## src/rtl/ifid_hazard_pkg.sv

```systemverilog
// ---------------------------------------------------------------------------
// ifid_hazard_pkg
// Shared constants for the IF/ID pipeline register and its load-use hazard
// detector: data and register-index widths, instruction field positions,
// the NOP encoding, the opcode/funct values, and a sign-extension helper.
// ---------------------------------------------------------------------------
package ifid_hazard_pkg;

    localparam int DATA_W  = 32;  // instruction / PC width
    localparam int REG_W   = 5;   // register-index width
    localparam int OP_W    = 6;   // opcode / funct width
    localparam int IMM_W   = 16;  // I-type immediate width

    // Field LSB positions inside an instruction word
    localparam int OP_LSB    = 26;
    localparam int RS_LSB    = 21;
    localparam int RT_LSB    = 16;
    localparam int RD_LSB    = 11;
    localparam int SHAMT_LSB = 6;
    localparam int FUNCT_LSB = 0;
    localparam int IMM_LSB   = 0;

    // A flushed slot is an all-zero word (sll $0,$0,0)
    localparam logic [DATA_W-1:0] NOP = '0;

    // Opcodes
    localparam logic [OP_W-1:0] OP_RTYPE = 6'h00;
    localparam logic [OP_W-1:0] OP_BEQ   = 6'h04;
    localparam logic [OP_W-1:0] OP_BNE   = 6'h05;
    localparam logic [OP_W-1:0] OP_ADDI  = 6'h08;
    localparam logic [OP_W-1:0] OP_LW    = 6'h23;
    localparam logic [OP_W-1:0] OP_SW    = 6'h2B;

    // Funct codes for R-type
    localparam logic [OP_W-1:0] FN_SLL   = 6'h00;
    localparam logic [OP_W-1:0] FN_ADD   = 6'h20;
    localparam logic [OP_W-1:0] FN_SUB   = 6'h22;
    localparam logic [OP_W-1:0] FN_AND   = 6'h24;
    localparam logic [OP_W-1:0] FN_OR    = 6'h25;
    localparam logic [OP_W-1:0] FN_SLT   = 6'h2A;

    function automatic logic [DATA_W-1:0] sign_extend_imm(input logic [IMM_W-1:0] imm);
        return {{(DATA_W-IMM_W){imm[IMM_W-1]}}, imm};
    endfunction

endpackage

```

## src/rtl/ifid_hazard_hazard_detect.sv

```systemverilog
// ---------------------------------------------------------------------------
// hazard_detect
// Purely combinational load-use hazard detector. A hazard exists when the
// instruction in ID is live and reads (as Rs or Rt) the non-zero register a
// load currently in EX is about to write.
// Ports:
//   valid        in  : IF/ID slot holds a live instruction
//   idex_memread in  : instruction in ID/EX is a load
//   idex_rt      in  : destination (Rt) of the instruction in ID/EX
//   id_rs, id_rt in  : source fields of the instruction in ID
//   hazard       out : load-use hazard detected
//   pc_write     out : PC update enable (low while stalling)
//   ctrl_bubble  out : zero the controls entering ID/EX
// ---------------------------------------------------------------------------
module hazard_detect
    import ifid_hazard_pkg::*;
(
    input  logic             valid,
    input  logic             idex_memread,
    input  logic [REG_W-1:0] idex_rt,
    input  logic [REG_W-1:0] id_rs,
    input  logic [REG_W-1:0] id_rt,
    output logic             hazard,
    output logic             pc_write,
    output logic             ctrl_bubble
);

    // $0 is never a real destination, so a load into it cannot cause a stall.
    assign hazard = valid & idex_memread & (idex_rt != '0) &
                    ((idex_rt == id_rs) | (idex_rt == id_rt));

    assign pc_write    = ~hazard;
    assign ctrl_bubble = hazard;

endmodule

```

## src/rtl/ifid_hazard.sv

```systemverilog
// ---------------------------------------------------------------------------
// ifid_hazard
// IF/ID pipeline register with load-use stall, branch flush, combinational
// decode of the held instruction, and optional stall/flush event counters.
//
// Optional feature: define IFID_PERF_CNT_EN to build saturating StallCount
// and FlushCount counters; otherwise both ports read constant 0 and no
// counter flops exist.
//
// Ports:
//   clock, reset_n          : rising-edge clock, async active-low reset
//   PCplus4, Instr          : IF-stage PC+4 and fetched instruction
//   BranchTaken             : branch taken in ID, flushes the IF/ID slot
//   IDEX_MemRead, IDEX_RegRt: load flag and Rt of the instruction in ID/EX
//   PCWrite, CtrlBubble     : stall controls (combinational)
//   PCplus4reg, Instrreg    : registered IF/ID contents
//   Validreg                : Instrreg holds a live instruction
//   RegRs/RegRt/RegRd, IDShamt, Opcode, Funct, imm_value : decode fields
//   StallCount, FlushCount  : event counters
// ---------------------------------------------------------------------------
module ifid_hazard
    import ifid_hazard_pkg::*;
(
    input  logic              clock,
    input  logic              reset_n,
    input  logic [DATA_W-1:0] PCplus4,
    input  logic [DATA_W-1:0] Instr,
    input  logic              BranchTaken,
    input  logic              IDEX_MemRead,
    input  logic [REG_W-1:0]  IDEX_RegRt,
    output logic              PCWrite,
    output logic              CtrlBubble,
    output logic [DATA_W-1:0] PCplus4reg,
    output logic [DATA_W-1:0] Instrreg,
    output logic              Validreg,
    output logic [REG_W-1:0]  RegRs,
    output logic [REG_W-1:0]  RegRt,
    output logic [REG_W-1:0]  RegRd,
    output logic [REG_W-1:0]  IDShamt,
    output logic [OP_W-1:0]   Opcode,
    output logic [OP_W-1:0]   Funct,
    output logic [DATA_W-1:0] imm_value,
    output logic [DATA_W-1:0] StallCount,
    output logic [DATA_W-1:0] FlushCount
);

    logic hazard;

    // ---------------- decode of the held instruction ----------------
    assign Opcode    = Instrreg[OP_LSB    +: OP_W];
    assign RegRs     = Instrreg[RS_LSB    +: REG_W];
    assign RegRt     = Instrreg[RT_LSB    +: REG_W];
    assign RegRd     = Instrreg[RD_LSB    +: REG_W];
    assign IDShamt   = Instrreg[SHAMT_LSB +: REG_W];
    assign Funct     = Instrreg[FUNCT_LSB +: OP_W];
    assign imm_value = sign_extend_imm(Instrreg[IMM_LSB +: IMM_W]);

    // ---------------- hazard detection ----------------
    hazard_detect u_hazard_detect (
        .valid        (Validreg),
        .idex_memread (IDEX_MemRead),
        .idex_rt      (IDEX_RegRt),
        .id_rs        (RegRs),
        .id_rt        (RegRt),
        .hazard       (hazard),
        .pc_write     (PCWrite),
        .ctrl_bubble  (CtrlBubble)
    );

    // ---------------- IF/ID register ----------------
    // The stall needs no timer: the bubble it injects clears IDEX_MemRead on
    // the next cycle, which removes the hazard by itself. A stall also beats
    // a simultaneous branch, which re-resolves once the bubble has passed.
    always_ff @(posedge clock or negedge reset_n) begin
        if (!reset_n) begin
            PCplus4reg <= '0;
            Instrreg   <= NOP;
            Validreg   <= 1'b0;
        end else if (!hazard) begin
            // NOTE: non-blocking assignments for all flop state, so every
            // register samples pre-edge values regardless of statement order.
            // Leaving the hazard case without an assignment is a clock-enable
            // hold on a flop, not a latch, because this block is edge-triggered.
            PCplus4reg <= PCplus4;
            if (BranchTaken) begin
                Instrreg <= NOP;
                Validreg <= 1'b0;
            end else begin
                Instrreg <= Instr;
                Validreg <= 1'b1;
            end
        end
    end

    // ---------------- event counters ----------------
`ifdef IFID_PERF_CNT_EN
    logic              flush;
    logic [DATA_W-1:0] stall_count;
    logic [DATA_W-1:0] flush_count;

    assign flush = BranchTaken & ~hazard;

    // Both counters saturate at all-ones instead of wrapping.
    always_ff @(posedge clock or negedge reset_n) begin
        if (!reset_n) begin
            stall_count <= '0;
            flush_count <= '0;
        end else begin
            if (hazard && (stall_count != '1))
                stall_count <= stall_count + 1'b1;
            if (flush && (flush_count != '1))
                flush_count <= flush_count + 1'b1;
        end
    end

    assign StallCount = stall_count;
    assign FlushCount = flush_count;
`else
    assign StallCount = '0;
    assign FlushCount = '0;
`endif

endmodule
```

## config.mk

```make
export PLATFORM = sky130hd
export DESIGN_NAME = ifid_hazard
export DESIGN_NICKNAME = d
export VERILOG_FILES = /design/src/rtl/ifid_hazard_pkg.sv /design/src/rtl/ifid_hazard_hazard_detect.sv /design/src/rtl/ifid_hazard.sv
export SDC_FILE = /design/constraint.sdc
export NUM_CORES = 1
export LEC_CHECK = 0
export ABC_CLOCK_PERIOD_IN_PS = 6400
export CAP_MARGIN = 40
export CORE_MARGIN = 2
export CORE_UTILIZATION = 35
export CTS_CLUSTER_SIZE = 12
export DETAILED_ROUTE_END_ITERATION = 8
export PLACE_DENSITY_LB_ADDON = 0.05
export REMOVE_ABC_BUFFERS = 1
export SLEW_MARGIN = 40
export SYNTH_ARGS = -nofsm -noshare
export SYNTH_HDL_FRONTEND = slang
export SYNTH_SLANG_ARGS = --single-unit
```

## constraint.sdc

```tcl
create_clock -name clock -period 6.4 [get_ports clock]
set_clock_uncertainty 0.15 [all_clocks]
set_input_delay 1.92 -clock clock [delete_from_list [all_inputs] [get_ports clock]]
set_output_delay 1.92 -clock clock [all_outputs]
set_load 0.005 [all_outputs]
```

# --- Yosys cells after proc, flatten, opt, wreduce, memory -nomap -nowiden ---
# Cells that the tools add are included.
op_classes:
  n_eq_ne: 2
  muxes: 2
  bitwise: 5
  reduce_logical: 1
op_table:
  columns: ["operator", "n"]
  rows:
  - ["$mux W32", 1]
  - ["$eq A5 B5 Y1", 2]
  - ["$reduce_bool A5 Y1", 1]
  - ["$and A1 B1 Y1", 3]
  - ["$mux W1", 1]
  - ["$not A1 Y1", 1]
  - ["$or A1 B1 Y1", 1]
totals:
  reg_bits: 65
  input_bits: 73
  out_inout_bits: 195
  word_cells: 13

# --- Longest topological paths before layout ---
depth:
  word_depth: 4
  ltp_mapped: 7

# --- Modules after synthesis ---
# Synthesis repeated with hierarchy kept, for this count alone.
unflattened:
  cells_unflattened: 355
  hier_area_um2: 3822.4
by_module_without_submodules:
  columns: ["module", "n_inst", "cells_per_inst", "area_each_um2", "seq_area_each_um2"]
  rows:
  - ["ifid_hazard", 1, 336, 3672.3, 1626.6]
  - ["hazard_detect", 1, 19, 150.1, 0.0]

# --- Worst setup path before layout ---
# No wires, ideal clock.
synth_path:
  kind: "input-to-output"
  from: "input port IDEX_RegRt[0]"
  to: "output port CtrlBubble"
  arrival_ps: 3028
  t_required_ps: 4330
  path_slack_ps: 1302
  stages: 5
  path_cell_list: "or4_4 > o2111ai_4 > buf_6 > buf_8 > inv_1"
synth_via:
  elab_chain_len: 3
  word_cells_on_any_way: 6
  classes_between: "eq/ne (2); bitwise (3); reduce/logical (1)"
synth_lines:
  columns: ["item", "line_no", "source"]
  rows:
  - ["start: declaration", "ifid_hazard.sv:30", "input logic [REG_W-1:0] IDEX_RegRt,"]
  - ["$eq A5 B5 Y1 / $reduce_bool A5 Y1 (equally long branches)", "ifid_hazard_hazard_detect.sv:30, ifid_hazard_hazard_detect.sv:29", null]
  - ["$or A1 B1 Y1 / $and A1 B1 Y1 (equally long branches)", "ifid_hazard_hazard_detect.sv:30, ifid_hazard_hazard_detect.sv:29", null]
  - ["$and A1 B1 Y1 *", "ifid_hazard_hazard_detect.sv:29", "assign hazard = valid & idex_memread & (idex_rt != '0) &"]
  - ["end: declaration", "ifid_hazard.sv:32", "output logic CtrlBubble,"]
# Mark *: on every way between the ends. The rest lies on a longest branch, timed or not.

# --- Worst setup path after layout ---
# Ends and elaborated chain as after synthesis.

==> flow_summary.toml <==
[status]
status = "finished clean"

[final_layout]
stdcell_area_sq_um = 5390
mostFrequentLayoutCells = "clkdlybuf4s50_1, dfrtp_1, conb_1, mux2_2, nor2b_1"
diodes = 0
utilization_pct = 52.0
layout.nets = 536
synthToLayoutAreaGrowth_pct = 43.8
final_common_cell = "clkdlybuf4s50_1"
drive_gt1_share_pct = 12.8

[sta]
fmax_mhz = 169
finalSetupViolations = 0
slew_viol_final = 0
final.min_clock_period_ns = 5.93
rsz0062_at_grt = "no"
tightest_slew_ns = 0.689
slew_headroom_pct = 54.0
min_period_over_period_pct = 92.7
hold_viol = 0
fin_setup_tns_ns = 0

[routing]
drtIter0Drc = 38
first_pass_iters = 3
drcViolationCount = 0
antenna_left = 0
viasPerCell = 4.08
routed_wl_mm = 8.43
num_vias = 2460
wl_per_cell_microns = 14.0

[placed_design]
place.gp.congestion = 0.660
dp_hpwl_mm = 6.40
numPortBuffers = 203
dpl-instance-area_sq_um = 5180

[cts]
cts_buffer_depth = 2
clock_sinks = 65
cts_buffers = 9
hold_buffers = 0
root_buffer = "clkbuf_8"
cts_resized = 0
post_cts_buffers = 0
clkLatencyLatePin_ns = 0.33
tritoncts = "done"
h-tree-depth = 3
path_clk_slew_ns = 0.07

[synthesis]
syn-mean-instance-area_sq_um = 11.8
synth_cell_types = 16
synth.largest_area_cell = "dfrtp_1"
ys_warn_count = 0
syn_inst = 319
ys_seq_elements = 65
syn-cell-area_sq_um = 3750
synth-seq-area-share_pct = 43.4
synth.area.top_cells = "dfrtp_1, buf_4, mux2_2, mux2_1, nor2b_1"
synth_top_area_share_pct = 43.4

[global_route]
grt_util_met2_pct = 21.9
antenna_found_initial = 0
met1_usage_pct = 17.6
grt_pass1_vias = 2378
grt-busiest-layer = "met2"
grt_max_degree = 54
grt_overflow = 0
met3_usage_pct = 6.48
grtUsageTotal_pct = 14.4
grt_pass1_wl_mm = 12.7

[floorplanning]
core_sq_um = 10400
ios = 268
rows = 37
die_area_sq_um = 11600
die_h_microns = 108
die_w_microns = 108
initial_core_util_pct = 36.2

[setup_path]
critPathRequiredTime_ns = 4.33
worstSetupStartpoint = "IDEX_RegRt[0]"
r2r_start = "Instrreg[23]"
critPathKind = "input pin to output pin"
cp_common_cell = "clkdlybuf4s50_1"
cp_cell_sequence = "clkdlybuf4s50_1 -> or4_4 -> o2111ai_4 -> inv_1 -> clkdlybuf4s50_1"
cpPeakStageDelay_ns = 0.57
cpMaxStageDelayCell = "or4_4"
startpoint_type = "input pin"
cp-end-kind = "output pin"
cp_max_fo = 5
arrival_ns = 3.86

[pwr]
power_mw = 1.04
ir_drop_mv = 0.111
p_leak_nw = 2.32
p_per_area_nw_per_um2 = 193

[min_path]
min_path_type = "flop to flop"
hold_start = "PCplus4reg[4]"

[run]
cap_violations = 0
cells by family after synthesis:
| family | share of synthesized area, % |
|---|---|
| compound gates | 0.867 |
| xor+xnor | 2.33 |
| buf+inv | 27.9 |
| flops | 43.4 |
| mux | 19.2 |
| other cells | 0.100 |
| simple gates | 6.20 |
report_power, final:
part / switching, mW / internal (mW)
sequential: 0.0210 / 0.435
clock: 0.153 / 0.220
combinational: 0.0654 / 0.145
per-stage QoR:
stage               hold slack (ns)  worst slack, ns  instances
floorplan                     0.333            0.547        244
global placement              0.316            0.427        588
detailed placement            0.324            0.440        588
CTS                           0.341            0.426        603
global route                  0.357            0.324        603
finish                        0.336            0.467        603
cells in the mapped netlist:
cell type	number
buf_4	131
xnor2_1	10
o22ai_1	1
or4_4	1
buf_6	3
o2111ai_4	1
buf_8	1
dfrtp_1	65
inv_1	1
mux2_2	37
mux2_1	27
nand3_1	2
clkbuf_1	3
conb_1	1
nor2b_1	32
nand2_1	3
registers in the layout (all words and copies together), names as in the netlist:
signal	count
Validreg	1
Instrreg	32
PCplus4reg	32
metal layers:
metal | wire, microns | up-vias
met5 | 0 | -
met4 | 71 | 0
met3 | 1050 | 6
met2 | 3940 | 140
met1 | 3370 | 1188
li1 | - | 1126
worst paths after layout:
| check | endpoint | cells past startpoint | slack, ns |
|---|---|---|---|
| max in group asynchronous | Instrreg[25] | 2 | 3.79 |
| hold / removal | PCplus4reg[4] | 1 | 0.34 |
| setup reg to reg | PCplus4reg[16] | 6 | 4.18 |
| setup / recovery | CtrlBubble | 5 | 0.47 |
| min in group asynchronous | PCplus4reg[21] | 1 | 1.32 |
| hold reg to reg | PCplus4reg[4] | 1 | 0.34 |
critical path: cells and delay by family:
family	cells	cell delay [ns]
and+or+nand+nor	1	0.57
buffers and inverters	3	1.05
AOI/OAI and AO/OA	1	0.31
final cells by class:
| class | instances | area, sq um |
|---|---|---|
| Timing Repair Buffer | 208 | 2060 |
| Clock inverter | 2 | 35.0 |
| Clock buffer | 13 | 179 |
| Inverter | 1 | 3.75 |
| Multi-Input combinational cell | 178 | 1310 |
| Sequential cell | 65 | 1630 |
| Tap cell | 136 | 170 |
| Fill cell | 980 | 4980 |
Note: power is estimated with default switching activity, not from simulation.
